$ cat config.mk
export PLATFORM = sky130hd
export DESIGN_NAME = mem_dbus_stage
export DESIGN_NICKNAME = d
export VERILOG_FILES = /design/src/rtl/mem_dbus_stage_pkg.sv /design/src/rtl/mem_lane_align.sv /design/src/rtl/mem_dbus_stage.sv
export SDC_FILE = /design/constraint.sdc
export NUM_CORES = 1
export LEC_CHECK = 0
export ABC_AREA = 0
export CAP_MARGIN = 15
export CORE_AREA = 8 8 215 217
export DETAILED_ROUTE_END_ITERATION = 8
export DIE_AREA = 0 0 223 225
export SLEW_MARGIN = 15
export SYNTH_ARGS = -nofsm -noshare
export SYNTH_HDL_FRONTEND = slang
export SYNTH_SLANG_ARGS = --single-unit
export TNS_END_PERCENT = 100
$ cat constraint.sdc
create_clock -name cpu_clk_50M -period 1.63 [get_ports cpu_clk_50M]
set_input_delay 0.163 -clock cpu_clk_50M [delete_from_list [all_inputs] [get_ports cpu_clk_50M]]
set_output_delay 0.163 -clock cpu_clk_50M [all_outputs]
set_load 0.1 [all_outputs]
$ cat src/rtl/mem_dbus_stage_pkg.sv
// Shared constants and state type for the memory-access stage and its lane aligner.
package mem_dbus_stage_pkg;

    localparam int unsigned STALL_W      = 6;
    localparam int unsigned BSEL_W       = 4;
    localparam logic        NOSTOP       = 1'b0;

    localparam logic [1:0]  SIZE_B       = 2'b00;
    localparam logic [1:0]  SIZE_H       = 2'b01;
    localparam logic [1:0]  SIZE_W       = 2'b10;

    localparam logic [4:0]  EXC_NONE     = 5'h00;
    localparam logic [4:0]  EXC_ADEL     = 5'h04;
    localparam logic [4:0]  EXC_ADES     = 5'h05;
    localparam logic [4:0]  EXC_DBE      = 5'h07;

    localparam int unsigned DBUS_TIMEOUT = 255;

    typedef enum logic [1:0] {
        ST_IDLE  = 2'd0,
        ST_BUSY  = 2'd1,
        ST_DONE  = 2'd2,
        ST_DRAIN = 2'd3
    } dbus_state_t;

endpackage

$ cat src/rtl/mem_lane_align.sv
// Combinational lane decode: access size + low address bits -> byte enables,
// lane-replicated store data and misalignment flags.
module mem_lane_align
    import mem_dbus_stage_pkg::*;
(
    input  logic [1:0]  i_size,
    input  logic [1:0]  i_addr,
    input  logic [31:0] i_wdata,
    output logic [3:0]  o_be,
    output logic [31:0] o_wdata,
    output logic        o_misalign_h,
    output logic        o_misalign_w
);

    always_comb begin
        o_be         = 4'b1111;
        o_wdata      = i_wdata;
        o_misalign_h = 1'b0;
        o_misalign_w = 1'b0;
        case (i_size)
            SIZE_B: begin
                o_be    = 4'b0001 << i_addr;
                o_wdata = {4{i_wdata[7:0]}};
            end
            SIZE_H: begin
                o_be         = i_addr[1] ? 4'b1100 : 4'b0011;
                o_wdata      = {2{i_wdata[15:0]}};
                o_misalign_h = i_addr[0];
            end
            SIZE_W, 2'b11: begin
                o_misalign_w = |i_addr;
            end
        endcase
    end

endmodule

$ cat src/rtl/mem_dbus_stage.sv
// MEM stage: turns EX/MEM load/store requests into a registered req/ack bus transaction.
// Optional ack timeout (bus error 0x07) is built when DBUS_TIMEOUT_EN is defined.
module mem_dbus_stage
    import mem_dbus_stage_pkg::*;
#(
    parameter int unsigned BUS_AW         = 32,
    parameter int unsigned TIMEOUT_CYCLES = DBUS_TIMEOUT
) (
    input  logic               cpu_clk_50M,
    input  logic               cpu_rst_n,
    input  logic [STALL_W-1:0] stall,
    input  logic               flush,
    input  logic               exmem_re,
    input  logic               exmem_we,
    input  logic [1:0]         exmem_size,
    input  logic               exmem_sign,
    input  logic [31:0]        exmem_addr,
    input  logic [31:0]        exmem_wdata,
    input  logic [4:0]         exmem_wa,
    input  logic               exmem_wreg,
    input  logic [31:0]        exmem_dreg,
    input  logic               exmem_whilo,
    input  logic [63:0]        exmem_hilo,
    input  logic               exmem_cp0_we,
    input  logic [4:0]         exmem_cp0_waddr,
    input  logic [31:0]        exmem_cp0_wdata,
    output logic [4:0]         mem_wa,
    output logic               mem_wreg,
    output logic [31:0]        mem_dreg,
    output logic               mem_whilo,
    output logic [63:0]        mem_hilo,
    output logic               mem_cp0_we,
    output logic [4:0]         mem_cp0_waddr,
    output logic [31:0]        mem_cp0_wdata,
    output logic               mem_mreg,
    output logic [BSEL_W-1:0]  mem_dre,
    output logic [31:0]        mem_daddr,
    output logic [31:0]        mem_dm,
    output logic               mem_sign,
    output logic [4:0]         mem_exccode,
    output logic [31:0]        mem_badvaddr,
    output logic               stall_req_mem,
    output logic               dbus_req,
    output logic               dbus_wr,
    output logic [BUS_AW-1:0]  dbus_addr,
    output logic [3:0]         dbus_be,
    output logic [31:0]        dbus_wdata,
    input  logic [31:0]        dbus_rdata,
    input  logic               dbus_ack
);

    dbus_state_t       r_state, w_state_nxt;
    logic              r_req, r_wr, r_tmo;
    logic [BUS_AW-1:0] r_addr;
    logic [3:0]        r_be;
    logic [31:0]       r_wdata, r_rdata;

    logic [3:0]  w_be;
    logic [31:0] w_wdata_rep, w_addr_al;
    logic        w_mis_h, w_mis_w, w_access, w_mis, w_go, w_dbe, w_tmo_hit;
    logic        w_unused;

    mem_lane_align u_lane (
        .i_size       (exmem_size),
        .i_addr       (exmem_addr[1:0]),
        .i_wdata      (exmem_wdata),
        .o_be         (w_be),
        .o_wdata      (w_wdata_rep),
        .o_misalign_h (w_mis_h),
        .o_misalign_w (w_mis_w)
    );

    assign w_access  = exmem_re | exmem_we;
    assign w_mis     = w_access & (w_mis_h | w_mis_w);
    assign w_go      = w_access & ~w_mis;
    assign w_addr_al = {exmem_addr[31:2], 2'b00};
    assign w_dbe     = (r_state == ST_DONE) & r_tmo;
    assign w_unused  = ^{stall[STALL_W-1:5], stall[3:0]};

`ifdef DBUS_TIMEOUT_EN
    localparam int unsigned CNT_W = $clog2(TIMEOUT_CYCLES + 1);
    logic [CNT_W-1:0] r_cnt;
    logic             w_waiting;

    assign w_waiting = (r_state == ST_BUSY) || (r_state == ST_DRAIN);
    assign w_tmo_hit = w_waiting && !dbus_ack && (r_cnt == CNT_W'(TIMEOUT_CYCLES - 1));

    always_ff @(posedge cpu_clk_50M) begin
        if (!cpu_rst_n || !w_waiting) r_cnt <= '0;
        else                          r_cnt <= r_cnt + 1'b1;
    end
`else
    logic w_unused_tmo;
    assign w_tmo_hit    = 1'b0;
    assign w_unused_tmo = ^TIMEOUT_CYCLES;
`endif

    always_comb begin
        w_state_nxt = r_state;
        case (r_state)
            ST_IDLE:  if (w_go && !flush) w_state_nxt = ST_BUSY;
            ST_BUSY: begin
                if (dbus_ack || w_tmo_hit) w_state_nxt = ST_DONE;
                else if (flush)            w_state_nxt = ST_DRAIN;
            end
            ST_DONE:  if (flush || stall[4] == NOSTOP) w_state_nxt = ST_IDLE;
            ST_DRAIN: begin
                if (dbus_ack)       w_state_nxt = ST_IDLE;
                else if (w_tmo_hit) w_state_nxt = ST_DONE;
            end
            default:  w_state_nxt = ST_IDLE;
        endcase
    end

    // The request stays up through DRAIN: the slave still owes an ack for it.
    always_ff @(posedge cpu_clk_50M) begin
        if (!cpu_rst_n) begin
            r_state <= ST_IDLE;
            r_req   <= 1'b0;
            r_wr    <= 1'b0;
            r_addr  <= '0;
            r_be    <= '0;
            r_wdata <= '0;
            r_rdata <= '0;
            r_tmo   <= 1'b0;
        end else begin
            r_state <= w_state_nxt;
            r_tmo   <= (w_state_nxt == ST_DONE) && (r_tmo || w_tmo_hit);
            case (r_state)
                ST_IDLE: begin
                    if (w_state_nxt == ST_BUSY) begin
                        r_req   <= 1'b1;
                        r_wr    <= exmem_we;
                        r_addr  <= w_addr_al[BUS_AW-1:0];
                        r_be    <= w_be;
                        r_wdata <= w_wdata_rep;
                    end
                end
                ST_BUSY, ST_DRAIN: begin
                    if (dbus_ack || w_tmo_hit) r_req <= 1'b0;
                    if (r_state == ST_BUSY && dbus_ack) r_rdata <= dbus_rdata;
                    else if (w_tmo_hit)                 r_rdata <= '0;
                end
                default: ;
            endcase
        end
    end

    always_comb begin
        mem_exccode = EXC_NONE;
        if (w_mis)      mem_exccode = exmem_re ? EXC_ADEL : EXC_ADES;
        else if (w_dbe) mem_exccode = EXC_DBE;
    end

    assign mem_badvaddr  = (w_mis || w_dbe) ? exmem_addr : '0;
    assign mem_wa        = exmem_wa;
    assign mem_wreg      = exmem_wreg & ~w_mis & ~w_dbe;
    assign mem_dreg      = exmem_dreg;
    assign mem_whilo     = exmem_whilo;
    assign mem_hilo      = exmem_hilo;
    assign mem_cp0_we    = exmem_cp0_we;
    assign mem_cp0_waddr = exmem_cp0_waddr;
    assign mem_cp0_wdata = exmem_cp0_wdata;
    assign mem_mreg      = exmem_re & ~w_mis;
    assign mem_dre       = exmem_re ? w_be : '0;
    assign mem_daddr     = exmem_addr;
    assign mem_sign      = exmem_sign;
    assign mem_dm        = (r_state == ST_DONE) ? r_rdata : '0;
    assign stall_req_mem = w_go && (r_state != ST_DONE);

    assign dbus_req   = r_req;
    assign dbus_wr    = r_wr;
    assign dbus_addr  = r_addr;
    assign dbus_be    = r_be;
    assign dbus_wdata = r_wdata;

endmodule

# ---- Yosys cells after proc, flatten, opt, wreduce, memory -nomap -nowiden
# Index checks and enable logic that the tools add are counted.
dict set report classes {
  eq_ne 11
  shift 1
  mux 20
  bitwise 11
  n_reduce_logical 16
}
# cell n
set op_table {}
lappend op_table {{two-way mux 32 bit} 2}
lappend op_table {{case mux 32 bit (2 select lines)} 1}
lappend op_table {{equality test 2 bit (second input constant)} 5}
lappend op_table {{two-way mux 2 bit} 5}
lappend op_table {{two-way mux 4 bit} 2}
lappend op_table {{case mux 2 bit (4 select lines)} 1}
lappend op_table {{case mux 4 bit (2 select lines)} 1}
lappend op_table {{bitwise AND 1 bit} 6}
lappend op_table {{equality test 2 x 1 -> 1 bit (second input constant)} 3}
lappend op_table {{two-way mux 3 bit} 2}
lappend op_table {{!= test 2 bit (second input constant)} 3}
lappend op_table {{OR reduction 2 bit} 3}
lappend op_table {{two-way mux 1 bit} 5}
lappend op_table {{logical AND 1 bit} 4}
lappend op_table {{zero test 2 bit} 2}
lappend op_table {{AND reduction 2 bit} 2}
lappend op_table {{left shift 1 x 2 -> 4 bit (first input constant)} 1}
lappend op_table {{inverter 1 bit} 3}
lappend op_table {{AND reduction 3 bit} 1}
lappend op_table {{logical OR 1 bit} 2}
lappend op_table {{bitwise OR 1 bit} 2}
lappend op_table {{case mux 1 bit (2 select lines)} 1}
lappend op_table {{nonzero test 2 bit} 1}
lappend op_table {{zero test 1 bit} 1}
dict set report word_totals {
  register_bits 103
  output_inout_bits 319
}

# ---- Depth between registers and ports, before layout
# Gate-level depths: netlist of run 1.
dict set report logic_depth {
  depth_word 13
  depth_mapped 9
}

# ---- Modules after synthesis
# Synthesis of run 1 repeated with hierarchy kept, for this count alone.
dict set report unflattened {
  hier_cells 777
  hier_area_um2 6336.1
}
# module instances cells_per_inst area_per_inst_um2 seq_area_each_um2
set by_module_without_submodules {}
lappend by_module_without_submodules {mem_dbus_stage 1 714 5846.9 2062.0}
lappend by_module_without_submodules {mem_lane_align 1 63 489.2 0.0}

# ---- Worst setup path before layout of run 1
# No wires, ideal clock.
dict set report synth_timing {
  kind {reg-to-output}
  from {register r_state[1]}
  to {output port stall_req_mem}
  arrival_time_ns 2.864
  t_required_ns 1.467
  path_slack_ns -1.397
  path_stages_with_launch 4
  path_buffers 1
  cell_sequence {dfxtp_1 -> nor2b_1 -> clkbuf_1 -> nor3b_1}
}
dict set report synth_between {
  elab_chain_cells 2
}
# element line
set synth_lines {}
lappend synth_lines {{from (decl)} mem_dbus_stage.sv:52} ;# dbus_state_t r_state, w_state_nxt;
lappend synth_lines {{from (signal assigned)} mem_dbus_stage.sv:127} ;# r_state <= w_state_nxt;
lappend synth_lines {{!= test 2 bit} mem_dbus_stage.sv:169} ;# assign stall_req_mem = w_go && (r_state != ST_DONE);
lappend synth_lines {{logical AND 1 bit} mem_dbus_stage.sv:169}
lappend synth_lines {{to (decl)} mem_dbus_stage.sv:42} ;# output logic stall_req_mem,
# Every way passes these cells.

# ---- Final worst setup path of run 1
dict set report layout_timing {
  from {register r_state[1]}
  to {output port mem_badvaddr[0]}
}
dict set report layout_between {
  elab_chain_cells 4
}
# element line
set layout_lines {}
lappend layout_lines {{equality test 2 bit} mem_dbus_stage.sv:77} ;# assign w_dbe = (r_state == ST_DONE) & r_tmo;
lappend layout_lines {{bitwise AND 1 bit} mem_dbus_stage.sv:77}
lappend layout_lines {{logical OR 1 bit} mem_dbus_stage.sv:155} ;# assign mem_badvaddr = (w_mis || w_dbe) ? exmem_addr : '0;
lappend layout_lines {{two-way mux 32 bit} mem_dbus_stage.sv:155}
lappend layout_lines {{to (decl)} mem_dbus_stage.sv:41} ;# output logic [31:0] mem_badvaddr,
# Every way passes these cells.

==> summary.md, run 1 <==
| Metric | Value |
|---|---|
| Outcome | finished, violations left |
| Failing checks | setup timing |
| TritonRoute pass-1 iters | 4 |
| Min-delay worst type | in -> reg |
| Fmax achieved | 553 MHz |
| Clock Tree Buf Depth | 2 |
| First-pass GRT wire length | 38,400 um |
| Final nets | 1,151 |
| Worst skew pair latency | approximately 0.38 ns |
| Clock Sinks | 103 |
| Vias/cell | 3.81 |
| Worst VDD drop | approximately 0.85 mV |
| Final setup viols | 69 |
| DRT Wirelength | roughly 27,000 um |
| Most frequent CP cell | buf_12 |
| Kind of end point of the critical path | primary output |
| Worst EP arrival | 1.64 ns |
| Mapped Avg Cell Area | approximately 8 um^2 |
| Synth Instances | 765 |
| Slowest CP cell | dfxtp_2 |
| Final instance area | 11,000 um^2 |
| Initial Utilization | 14.2% |
| Antenna violations before repair | 5 |
| Cell with the most instances after synthesis | buf_4 |
| Synth Flop Type | dfxtp_1 |
| Hold WS | 0.165 ns |
| All-layer global routing usage | 10.5% |
| Fin crit share | 111% |
| CTS tree | built |
| Switching power | about 3.6 mW |
| P per Cell Area | 820 nW/um^2 |
| Largest net degree at the start of global routing | 52 |
| Setup WS post-layout | -0.178 ns |
| Row count | 76 |
| H-Tree Depth | 3 |
| Port Buffers | 279 |
| # IOs | 571 |
| Area grow syn2layout | 82.6% |
| Worst EP required | 1.47 ns |
| Hold buffer count at cts | 0 |
| Number of synthesized flops with an enable pin | 0 |
| FF+latch count, synth | 103 |
| Sequential share of power | 30.5% |
| DP Worst Slack | -0.372 ns |
| Most instantiated cells after synthesis | 179 x buf_4, 144 x nand2_1, 104 x nand3_1 |
| Fill cell count | 4,490 |
| Maxcap violations | 0 |
| Max-slew violation count | 0 |
| Clk pin slew, worst setup/hold paths | 0.08 ns |
| Mapped Area | 6040 um^2 |
| Sw frac | 39.9% |
| Kind of critical path | reg -> out |
| Dpl hpwl | 20,600 um |
| Core Area | about 43,000 um^2 |
| Post-synthesis sequential area ratio | 34.1% |
| Wire per inst | 18.8 um |
| Placed cell areas | a little over 10,000 um^2 |
| TritonCTS buffer count | 9 |
| Final hold violation count | 0 |
| Final Core Density | 25.8% |
| DRT iter0 DRCs | ~210 |
| Root Driver | clkbuf_16 |
| Final Skew | 0.00489 ns |
| Vias | between 5,000 and 6,000 |
| Die Area | 50,200 um^2 |
| Post-route DRC | 0 |
| LEAKAGE | about 4.7 nW |
| Ys async rst share | 0% |
| Crit-path cells | nor2b_4 -> buf_12 -> a22o_4 -> and2_4 -> buf_12 |
| Grt total ovfl | 0 |
| GP Congestion | about 0.73 |
| Combinational share of power | between 40% and 50% |
| DIE WIDTH | 223 um |
| Critical path launch point type | flip-flop |
| Area fraction of the dominant cell type after synthesis | 34.1% |
| RSZ-0062 raised after global routing | true |
| Unique masters post-synth | 31 |
| Final Critical Period | 1.81 ns |
| Remaining antenna violation count | 0 |
| Die height | around 230 um |
| Leading area contributor after synthesis | dfxtp_1 |
| CP peak stage delay | 0.34 ns |
| Vias in the first global route | 5,711 |
| Synthesis Warnings | 0 |
| Internal power | 5.44 mW |
| Synth top area cells | dfxtp_1 34%, buf_4 22%, nand2_1 8.9% |
| Worst Path Max Fanout | 8 |
| Layout cells sized above 1 | 39.0% |
| Design Power | 9.05 mW |
| Clock share of power | 28.4% |
power groups by stage:
stage | Sequential, mW | Combinational, mW | Clock [mW]
3_3_place_gp | 2.82 | 3.59 | 0
6_report | 2.76 | 3.72 | 2.57
3_5_place_dp | 2.83 | 3.60 | 0
4_1_cts | 2.76 | 3.73 | 2.74
5_1_grt | 2.78 | 3.85 | 2.82
2_1_floorplan | 3.50 | 3.02 | 0
final timing paths:
check,depth (start not counted),from,slack (ns),to
setup / recovery,5,r_state[1],-0.18,mem_badvaddr[0]
hold / removal,4,exmem_we,0.16,dbus_wr
setup reg to reg,8,r_state[0],0.07,dbus_addr[22]
hold reg to reg,2,r_rdata[4],0.46,r_rdata[4]
routing by layer:
layer / vias up / global-route usage, % / wire [um]
li1: 2594 / - / -
met1: 2558 / 10.7 / 10300
met2: 297 / 17.4 / 13200
met3: 78 / 5.52 / 2710
met4: 8 / 5.06 / 1050
met5: - / 0.684 / 81
critical path, delay by kind of cell (launching register included):
family / cells / cell delay [ns]
compound gates: 1 / 0.23
flops: 1 / 0.34
simple gates: 2 / 0.35
buf+inv: 2 / 0.33
cell usage in the layout (no fill, tap or decap), types with 4 or more instances in the layout:
cell	netlist	final
dfxtp_1	103	100
buf_12	0	188
conb_1	1	4
clkdlybuf4s50_1	0	98
and2_4	0	35
nand2_1	144	143
clkbuf_16	0	11
o211a_1	20	19
a21boi_0	34	34
nor2_2	1	5
buf_6	7	5
o21ai_0	18	18
and2_2	0	29
buf_4	179	43
a22o_4	0	6
nand3_1	104	104
mux2i_1	16	16
state kept, by name, summed over array words and instances, names as in the netlist:
name,cells
r_rdata,32
dbus_req,1
r_state,2
dbus_addr,30
r_tmo,1
dbus_wr,1
dbus_be,4
dbus_wdata,32
cells by family (layout without fill, tap and decap cells):
logic type / after synthesis / in the layout / synth area share, %
DFF: 103 / 103 / 34.1
muxes: 16 / 16 / 2.65
other: 1 / 5 / 0.0621
and+or+nand+nor: 333 / 333 / 26.3
AOI/OAI and AO/OA: 81 / 86 / 10.2
buffers and inverters: 231 / 362 / 26.6
through the flow:
stage	setup TNS, ns	cells
after CTS	-10.01	1446
after global placement	-23.05	1417
after floorplan	-0.420	768
after global routing	-12.14	1450
final	-6.94	1451
after detailed placement	-25.82	1417
timing repair:
action / in CTS / in global routing
gates cloned: 5 / 2
resized for setup: 50 / 12
setup endpoints to repair: 73 / 89
setup buffers: 9 / 4
pin swaps: 20 / 11
endpoints found under the hold margin: 0 / 0
cell type report:
| type | count | area, um^2 | share of cell area, % |
|---|---|---|---|
| diodes | 1 | 2.50 | 0.0227 |
| multi-input cells | 439 | 2690 | 24.4 |
| well taps | 546 | 683 | 6.19 |
| clock inverters | 7 | 114 | 1.03 |
| repair buffers | 343 | 5240 | 47.5 |
| inverters | 3 | 11.3 | 0.102 |
| flip-flops and latches | 103 | 2070 | 18.8 |
| clock buffers | 9 | 225 | 2.04 |
Note: power is estimated with default switching activity, not from simulation.
==> run 2: changes to the inputs <==
--- a/config.mk
+++ b/config.mk
@@ -7,9 +7,13 @@
 export LEC_CHECK = 0
 export ABC_AREA = 0
 export CAP_MARGIN = 15
-export CORE_AREA = 8 8 215 217
+export CELL_PAD_IN_SITES_DETAIL_PLACEMENT = 1
+export CELL_PAD_IN_SITES_GLOBAL_PLACEMENT = 2
+export CORE_AREA = 8 8 216 218
+export CTS_BUF_LIST = sky130_fd_sc_hd__clkbuf_4 sky130_fd_sc_hd__clkbuf_8
 export DETAILED_ROUTE_END_ITERATION = 8
-export DIE_AREA = 0 0 223 225
+export DIE_AREA = 0 0 224 226
+export PLACE_DENSITY_LB_ADDON = 0.1
 export SLEW_MARGIN = 15
 export SYNTH_ARGS = -nofsm -noshare
 export SYNTH_HDL_FRONTEND = slang
==> run 2 against run 1 <==
The flow still finishes with violations (setup timing). Sequential cell count unchanged. Design area decreased by 0.13%. Clock skew increased by 0.0030 ns. Largest cell class unchanged. Highest routed layer unchanged.
==> summary.md, run 2 (same netlist as run 1, synthesis figures left out) <==
| Metric | Value |
|---|---|
| RSZ-0062 raised after global routing | true |
| Worst skew pair latency | 0.41 ns |
| Remaining antenna violation count | 0 |
| Row count | 77 |
| DRT met1 WL | 12,200 um |
| Slowest CP cell | dfxtp_2 |
| Setup crit start | r_state[1] |
| Vias in the first global route | 6,061 |
| Grt total ovfl | 0 |
| CTS tree | built |
| Worst Path Max Fanout | 10 |
| Die Area | 50,600 um^2 |
| Worst EP arrival | 1.69 ns |
| Worst EP required | 1.47 ns |
| Vias | 5,476 |
| Largest net degree at the start of global routing | 70 |
| Post-route DRC | 0 |
| Port Buffers | 279 |
| Clock Tree Buf Depth | 2 |
| Hold_sp | cpu_rst_n |
| Clock Sinks | 103 |
| Initial Utilization | approximately 14% |
| Fmax achieved | about 540 MHz |
| P per Cell Area | roughly 760 nW/um^2 |
| Outcome | finished, violations left |
| Kind of critical path | reg -> out |
| Commonest non-fill, non-tap cells in the layout | 189 x buf_12, 143 x nand2_1, 100 x dfxtp_1, 100 x clkdlybuf4s50_1, 99 x nand3_1 |
| Most common cell after layout, fill and taps aside | buf_12 |
| Clk pin slew, worst setup/hold paths | 0.11 ns |
| TritonRoute pass-1 iters | 4 |
| Fin cells | between 1,000 and 1,500 |
| CP peak stage delay | 0.35 ns |
| Final hold violation count | 0 |
| Max-slew violation count | 0 |
| Highest routed layer | met5 |
| DRT Wirelength | 31,100 um |
| Cells after DPL | 1,454 |
| LEAKAGE | approximately 4.6 nW |
| Final nets | 1,146 |
| Wire per inst | 20.9 um |
| Die height | 226 um |
| First-pass GRT wire length | 44,300 um |
| Routed wl met3 | 3220 um |
| DRT iter0 DRCs | 162 |
| Final Skew | between 0.007 and 0.008 ns |
| H-Tree Depth | 3 |
| Delay-heaviest family, CP | buffers and inverters |
| Final setup viols | a little under 70 |
| # IOs | 571 |
| Kind of end point of the critical path | primary output |
| R2R Setup Slk | 0.07 ns |
| Final Critical Period | between 1.5 and 2 ns |
| Hold WS | 0.0681 ns |
| Min-delay worst type | in -> reg |
| Dpl hpwl | 22,600 um |
| Crit-path cells | nor2b_4 -> buf_12 -> buf_16 -> nand2_4 -> a22oi_2 -> buf_12 |
| GP Congestion | 0.644 |
| Critical path launch point type | flip-flop |
| Worst VDD drop | 0.309 mV |
| Vias/cell | 3.67 |
| Setup WS post-layout | -0.224 ns |
| DR WL met2 | 15,100 um |
| Fin crit share | 114% |
| Root Driver | clkbuf_8 |
| Failing checks | setup timing |
| Maxcap violations | 0 |
| Area grow syn2layout | 82.3% |
| All-layer global routing usage | 12.0% |
| DIE WIDTH | 224 um |
| Antenna violations before repair | 3 |
| Buf/Inv on CP | 3 |
| Core Area | 43,500 um^2 |
| RR Startpoint | r_state[1] |
| Layout cells sized above 1 | about two fifths |
| TritonCTS buffer count | 9 |
| Hold buffer count at cts | 0 |
| Most frequent CP cell | buf_12 |
run 2: final timing paths:
| check | to | cells past startpoint |
|---|---|---|
| worst min-delay path | dbus_be[3] | 2 |
| worst max register to register | r_tmo | 8 |
| worst min register to register | r_rdata[26] | 2 |
| worst max-delay path | mem_exccode[0] | 6 |
run 2: metrics by stage:
step	total power, mW	area, um^2	setup TNS, ns	util (%)	setup slack, ns
detailed placement	6.46	10300	-28.92	23.8	-0.411
finish	8.36	11000	-11.48	25.4	-0.224
global placement	6.46	10300	-27.10	23.8	-0.392
global route	8.83	11000	-18.58	25.3	-0.329
CTS	8.58	10900	-17.03	25.0	-0.307
floorplan	6.53	6220	-0.420	-	-0.359
run 2: per-layer routing:
layer	GRT usage, %	up-vias
li1	-	2577
met1	13.2	2602
met2	20.1	254
met3	5.84	39
met4	4.29	4
met5	0.0977	-
run 2: layout make-up:
cell class,instances,area (um^2)
Fill cell,4840,32400
Inverter,3,11.3
Tap cell,592,741
Clock buffer,12,153
Timing Repair Buffer,338,5270
Sequential cell,103,2070
Multi-Input combinational cell,439,2730
Clock inverter,4,45.0
Antenna cell,2,5.00
run 2: timing repair:
action / CTS / global route
endpoints found under the setup margin: 74 / 122
cloned: 7 / 2
buffers inserted: 7 / 5
pin swaps: 13 / 17
resized for setup: 62 / 10
run 2: where the power goes:
group	total [mW]	switching (mW)	internal [mW]
Combinational	3.75	2.33	1.42
Sequential	2.76	0.122	2.64
Clock	1.84	1.06	0.783
Total	8.36	3.51	4.85
